--- src/rtl/periph_bridge_pkg.sv ---
// Shared types and constants for the OBI -> AXI-Lite peripheral bridge.
// Slot offsets are also consumed by the software header generator.
package periph_bridge_pkg;

  typedef enum logic [2:0] {
    IDLE,
    WR_REQ,
    WR_RESP,
    RD_REQ,
    RD_RESP,
    RESP
  } bridge_state_e;

  localparam logic [31:0] DEF_ADDR_BASE = 32'h1000_0000;
  localparam logic [31:0] DEF_ADDR_MASK = 32'hFFFF_8000;
  localparam logic [31:0] DEF_ERR_RDATA = 32'hDEAD_BEEF;

  localparam logic [31:0] SLOT_GPIO  = 32'h0000_0000;
  localparam logic [31:0] SLOT_TIMER = 32'h0000_1000;
  localparam logic [31:0] SLOT_UART0 = 32'h0000_2000;
  localparam logic [31:0] SLOT_UART1 = 32'h0000_3000;
  localparam logic [31:0] SLOT_QSPI  = 32'h0000_4000;

  function automatic logic addr_hit(input logic [31:0] addr,
                                    input logic [31:0] base,
                                    input logic [31:0] mask);
    return (addr & mask) == base;
  endfunction

endpackage

--- src/rtl/obi_axil_periph_bridge.sv ---
// Single-outstanding bridge from the CV32E40P OBI data port to the AXI-Lite
// peripheral subsystem; out-of-window accesses complete locally with an error.
module obi_axil_periph_bridge
  import periph_bridge_pkg::*;
#(
  parameter logic [31:0] ADDR_BASE = DEF_ADDR_BASE,
  parameter logic [31:0] ADDR_MASK = DEF_ADDR_MASK,
  parameter logic [31:0] ERR_RDATA = DEF_ERR_RDATA
) (
  input  logic        clk,
  input  logic        rst_n,
  input  logic        data_req,
  output logic        data_gnt,
  input  logic        data_we,
  input  logic [3:0]  data_be,
  input  logic [31:0] data_addr,
  input  logic [31:0] data_wdata,
  output logic        data_rvalid,
  output logic [31:0] data_rdata,
  output logic        data_err,
  output logic [31:0] m_awaddr,
  output logic        m_awvalid,
  input  logic        m_awready,
  output logic [31:0] m_wdata,
  output logic [3:0]  m_wstrb,
  output logic        m_wvalid,
  input  logic        m_wready,
  input  logic        m_bvalid,
  output logic        m_bready,
  output logic [31:0] m_araddr,
  output logic        m_arvalid,
  input  logic        m_arready,
  input  logic [31:0] m_rdata,
  input  logic        m_rvalid,
  output logic        m_rready
);

  bridge_state_e state_q, state_d;
  logic [31:0]   addr_q, wdata_q, rdata_q;
  logic [3:0]    strb_q;
  logic          err_q, aw_done_q, w_done_q;
  logic          hit, aw_hs, w_hs;

  assign hit   = addr_hit(data_addr, ADDR_BASE, ADDR_MASK);
  assign aw_hs = m_awvalid && m_awready;
  assign w_hs  = m_wvalid && m_wready;

  // Gated by rst_n so the grant is low while reset is held.
  assign data_gnt = data_req && (state_q == IDLE) && rst_n;

  // NOTE: state and datapath registers use non-blocking assignments and an
  // async active-low reset, so every flop clears the moment rst_n falls.
  always_ff @(posedge clk or negedge rst_n) begin
    if (!rst_n) state_q <= IDLE;
    else        state_q <= state_d;
  end

  always_ff @(posedge clk or negedge rst_n) begin
    if (!rst_n) begin
      addr_q    <= '0;
      wdata_q   <= '0;
      strb_q    <= '0;
      rdata_q   <= '0;
      err_q     <= 1'b0;
      aw_done_q <= 1'b0;
      w_done_q  <= 1'b0;
    end else begin
      if (data_gnt) begin
        addr_q    <= {data_addr[31:2], 2'b00};
        wdata_q   <= data_wdata;
        strb_q    <= data_be;
        err_q     <= !hit;
        aw_done_q <= 1'b0;
        w_done_q  <= 1'b0;
        if (!hit) rdata_q <= data_we ? '0 : ERR_RDATA;
      end
      if (aw_hs) aw_done_q <= 1'b1;
      if (w_hs)  w_done_q  <= 1'b1;
      if (state_q == WR_RESP && m_bvalid) err_q <= 1'b0;
      if (state_q == RD_RESP && m_rvalid) begin
        rdata_q <= m_rdata;
        err_q   <= 1'b0;
      end
    end
  end

  // NOTE: every always_comb output gets a default first so no latch is inferred.
  always_comb begin
    state_d = state_q;
    case (state_q)
      IDLE:    if (data_req) state_d = !hit ? RESP : (data_we ? WR_REQ : RD_REQ);
      WR_REQ:  if ((aw_done_q || aw_hs) && (w_done_q || w_hs)) state_d = WR_RESP;
      WR_RESP: if (m_bvalid)  state_d = RESP;
      RD_REQ:  if (m_arready) state_d = RD_RESP;
      RD_RESP: if (m_rvalid)  state_d = RESP;
      RESP:    state_d = IDLE;
      default: state_d = IDLE;
    endcase
  end

  always_comb begin
    m_awvalid   = 1'b0;
    m_wvalid    = 1'b0;
    m_bready    = 1'b0;
    m_arvalid   = 1'b0;
    m_rready    = 1'b0;
    data_rvalid = 1'b0;
    data_err    = 1'b0;
    case (state_q)
      WR_REQ: begin
        m_awvalid = !aw_done_q;
        m_wvalid  = !w_done_q;
      end
      WR_RESP: m_bready  = 1'b1;
      RD_REQ:  m_arvalid = 1'b1;
      RD_RESP: m_rready  = 1'b1;
      RESP: begin
        data_rvalid = 1'b1;
        data_err    = err_q;
      end
      default: ;
    endcase
  end

  // Address/data held from grant until IDLE: downstream decode is address-driven.
  assign m_awaddr   = addr_q;
  assign m_araddr   = addr_q;
  assign m_wdata    = wdata_q;
  assign m_wstrb    = strb_q;
  assign data_rdata = rdata_q;

endmodule

--- config.mk ---
export PLATFORM = sky130hd
export DESIGN_NAME = obi_axil_periph_bridge
export DESIGN_NICKNAME = d
export VERILOG_FILES = /design/src/rtl/periph_bridge_pkg.sv /design/src/rtl/obi_axil_periph_bridge.sv
export SDC_FILE = /design/constraint.sdc
export NUM_CORES = 1
export LEC_CHECK = 0
export ABC_CLOCK_PERIOD_IN_PS = 1900
export BUFFER_PORTS_ARGS = -buffer_cell sky130_fd_sc_hd__clkbuf_2
export CORE_ASPECT_RATIO = 0.9
export CORE_MARGIN = 4
export CORE_UTILIZATION = 46
export DETAILED_ROUTE_END_ITERATION = 10
export MAX_ROUTING_LAYER = met4
export PLACE_DENSITY = 0.81
export SLEW_MARGIN = 20
export SYNTH_ARGS = -nofsm -noshare
export SYNTH_HDL_FRONTEND = slang
export SYNTH_SLANG_ARGS = --single-unit
--- constraint.sdc ---
create_clock -name clk -period 1.9 [get_ports clk]
set_clock_uncertainty 0.2 [all_clocks]
set_input_delay 0.095 -clock clk [delete_from_list [all_inputs] [get_ports clk]]
set_output_delay 0.095 -clock clk [all_outputs]
set_load 0.02 [all_outputs]
==> metrics list <==
- The run finished with clean final reports.
* TritonCTS clock tree: yes
- CP bufs+invs: 2
- In this run the biggest area consumer among cell types represents 54.10% of the synthesized area.
* Root buffer cell: clkbuf_16
- By count the netlist is led by nand2_1 (226), dfrtp_1 (104), nor2_1 (56).
* Average cell area after synthesis: 9.269 sq um
* Max-Cap Viols: 0
* Worst path slowest cell: dfrtp_2
- In the post-route analysis, the smallest setup slack over all paths is 0.07106 ns.
- The worst setup path is of the flip-flop to primary output kind.
- Fill cell total of the finished layout: 718
- After clock tree synthesis, the clock-pin slew on the worst setup and hold paths is 0.07 ns.
- CTS built an H-tree with a depth of 3.
- Wires add up to 15290 microns.
* Arrival time worst endpoint: 1.53 ns
* Slew at the pin closest to its max-slew limit: 0.5572 ns
- Dividing the final minimum period by the clock period gives 96.26%.
- Subtracting the final worst setup slack from the clock period gives 1.829 ns.
- Routed vias: 4747
- Entering global routing, the biggest net connects 105 pins.
* Post-synthesis cell count: 519
* Worst slack on hold paths: 0.05161 ns
- Accumulated negative setup slack: 0 ns
* Reg power frac: 35.0%
* Worst-case setup slack after placement: 0.07002 ns
- The count of nets left with antenna violations once routing finished came out at 0.
- # IOs: 249
- The die covers 12160 sq um.
* Peak per-stage delay on the critical path: 0.46 ns
- The internal power of the cells totals 6282 uW.
- Number of max-slew violations in the final report: 0
- Dominant synthesized flop cell: dfrtp_1
- Final count of negative-setup-slack endpoints: 0
- In this run, the number of DRC markers left after iteration 0 of detailed routing was 337.
- Across the VDD grid, the largest voltage drop is 900.0 uV.
- Compared with the post-synthesis result, the final layout area differs by 51.96%.
- Initial Util: 46.95%
- Class of the tightest hold or removal check: primary input to flip-flop
- Number of buffer cells added on primary ports: 242
- Number of nets at the end of the flow: 942
* GRT Residual Overflow: 0
- The cell family contributing the most delay on the critical path is flip-flops.
- Synth warnings: 0
- Counting flops and latches in the post-synthesis netlist gives 104.
- The share of the Yosys chip area taken by registers is 54.10%.
- Worst Path Required: 1.60 ns
- GPL Wtd Cong: 0.8095
- Drt first pass iters: 5
- In the routed layout, each cell is associated on average with a via count of 4.909.
- Normalized max-slew margin: 62.86%
- In this run, distinct cell masters in the synthesized netlist total 36.
- Total power density per cell area: 1567 nW/um^2
* Type of origin of the critical path: flip-flop
- Fraction of registers with async set or reset after synthesis: 100.0%
- Mean routed wirelength per cell: 15.81 microns
* Part of the power in combinational logic: 49.9%
* Proportion of layout cells with a drive suffix above 1: 37.59%
- For this run, the top clock speed supported by timing is 546.8 MHz.
- Maximum buffer depth of the clock tree: 2
- In this run, synthesis inferred 0 flip-flops with an integrated enable.
- Number of diodes added for antenna fixing: 0
* Sink Count: 104
* Post-layout power: 11460 uW
* Worst Setup End Kind: primary output
* Relative contribution of the clock network to total power: 15.2%
- Of all nets on the critical path, the largest fanout is 6.
- CORE AREA: 10250 sq um
- The analysis attributes to net switching a power of 5178 uW.
* Number of hold violations in the final report: 0
* Standby leakage power: 0.003870 uW
* Cell type contributing the most total cell area after synthesis: dfrtp_1
- Ranked by total cell area, the synthesized netlist is headed by dfrtp_1 (54%), nand2_1 (18%), buf_4 (5.8%), a211oi_2 (5.7%), nor2_1 (4.4%).
* Height of the die: 105.0 microns
- First-pass GRT wire length: 23920 microns
- Cells along the critical path: buf_4 > nor3b_2 > and2_1 > clkbuf_2
- The cell area that synthesis handed to floorplanning was 4811 sq um.
- In this run the core area contains 35 standard-cell rows.
- Sum of net half-perimeters after detailed placement: 9067 microns
- The via count of the first global-routing pass was 4825.
- Number of antenna violations at the first check in global routing: 0
- Sw Share: 45.19%
- For this run, design rule violations remaining after detail routing come to 0.
- Number of buffers inserted during clock tree synthesis: 9
- The die is 115.8 microns wide.
* Total global routing track utilization: 25.35%
* Later-pin clock latency in the skew report: 0.33 ns
- Cell with the most instances after synthesis: nand2_1
==> cells in the final DEF (no fill, tap or decap), types with 2 or more instances in the layout <==
master         count
clkbuf_1           2
dfrtp_1          102
buf_12             4
and2_1             3
a31o_2             2
conb_1             4
a21oi_1            4
dlygate4sd3_1    103
a211oi_2          23
clkinvlp_4         3
inv_8              2
o21ai_0           10
nor3b_1            2
dfrtp_2            2
nor2b_1            2
clkbuf_2         240
nand2_1          226
buf_4              9
clkbuf_16         11
nor4_4             3
nor2_1            56
o211a_4            2
==> final timing paths <==
path / start / end / slack (ns) / cells past startpoint
setup reg to reg: state_q[2]$_DFFE_PN0P_ / data_rdata[13]$_DFFE_PN0P_ / 0.10 / 6
max in group asynchronous: rst_n / m_wstrb[0]$_DFFE_PN0P_ / 0.78 / 3
hold reg to reg: m_wdata[6]$_DFFE_PN0P_ / m_wdata[6]$_DFFE_PN0P_ / 0.28 / 2
setup / recovery: state_q[1]$_DFFE_PN0P_ / data_err / 0.07 / 4
hold / removal: m_arready / state_q[0]$_DFFE_PN0P_ / 0.05 / 5
min in group asynchronous: rst_n / data_rdata[11]$_DFFE_PN0P_ / 0.28 / 3
==> timing repair <==
action,in CTS,in global routing
hold buffers,103,0
pin swaps,0,2
endpoints found under the hold margin,207,0
cloned,0,3
buffers inserted,0,2
resized for setup,2,14
setup endpoints to repair,2,52
==> power groups by stage <==
stage | sequential [uW] | clock (uW) | combinational (uW)
after global placement | 3930 | 0 | 5260
after detailed placement | 4000 | 0 | 5390
final | 4010 | 1740 | 5710
after global routing | 4150 | 1880 | 6160
after floorplan | 5090 | 0 | 2730
after CTS | 3980 | 1780 | 5560
==> kinds of logic (layout without fill, tap and decap cells) <==
logic type	count (synthesis)	in the layout	synth area share (%)
AND/OR/NAND/NOR	303	303	26.40
AO/OA/AOI/OAI	46	47	9.077
multiplexers	1	1	0.2081
other	1	4	0.07795
buffers and inverters	64	379	10.14
flip-flops	104	104	54.10
==> per-stage QoR <==
stage                     instance area (sq um)  instances  utilization, %
after floorplan                            4822        522               -
after global placement                     5862        843           57.20
after detailed placement                   5862        843           57.20
after CTS                                  7174        962           70.01
after global routing                       7311        967           71.34
final                                      7311        967           71.34
==> sequential cells by signal, summed over array words and instances (netlist names) <==
register,count
w_done_q,1
data_rdata,32
aw_done_q,1
err_q,1
m_wstrb,4
m_araddr,30
m_wdata,32
state_q,3
==> worst reg2reg max path: stages (launching register included) <==
cell	delay, ns
dfrtp_2	0.42
buf_4	0.17
nor3b_4	0.25
and2_4	0.23
buf_12	0.15
nor2_1	0.06
a211oi_2	0.24
==> final cells by class <==
type                    instances  area [sq um]  share of cell area [%]
clock buffers                  11         232.7                   3.183
clock inverters                 5         42.54                  0.5819
inverters                       2         15.01                  0.2054
multi-input cells             355          1778                   24.32
flip-flops and latches        104          2605                   35.63
well taps                     129         161.4                   2.208
repair buffers                361          2476                   33.87
==> per-layer routing <==
layer / track usage, % / up-vias / part of all wire [%]
li1: - / 2233 / -
met3: 4.980 / 39 / 8.0
met5: - / - / 0
met4: 9.114 / 0 / 2.9
met2: 42.32 / 250 / 52
met1: 30.39 / 2225 / 37
(Power assumes the default switching activity.)
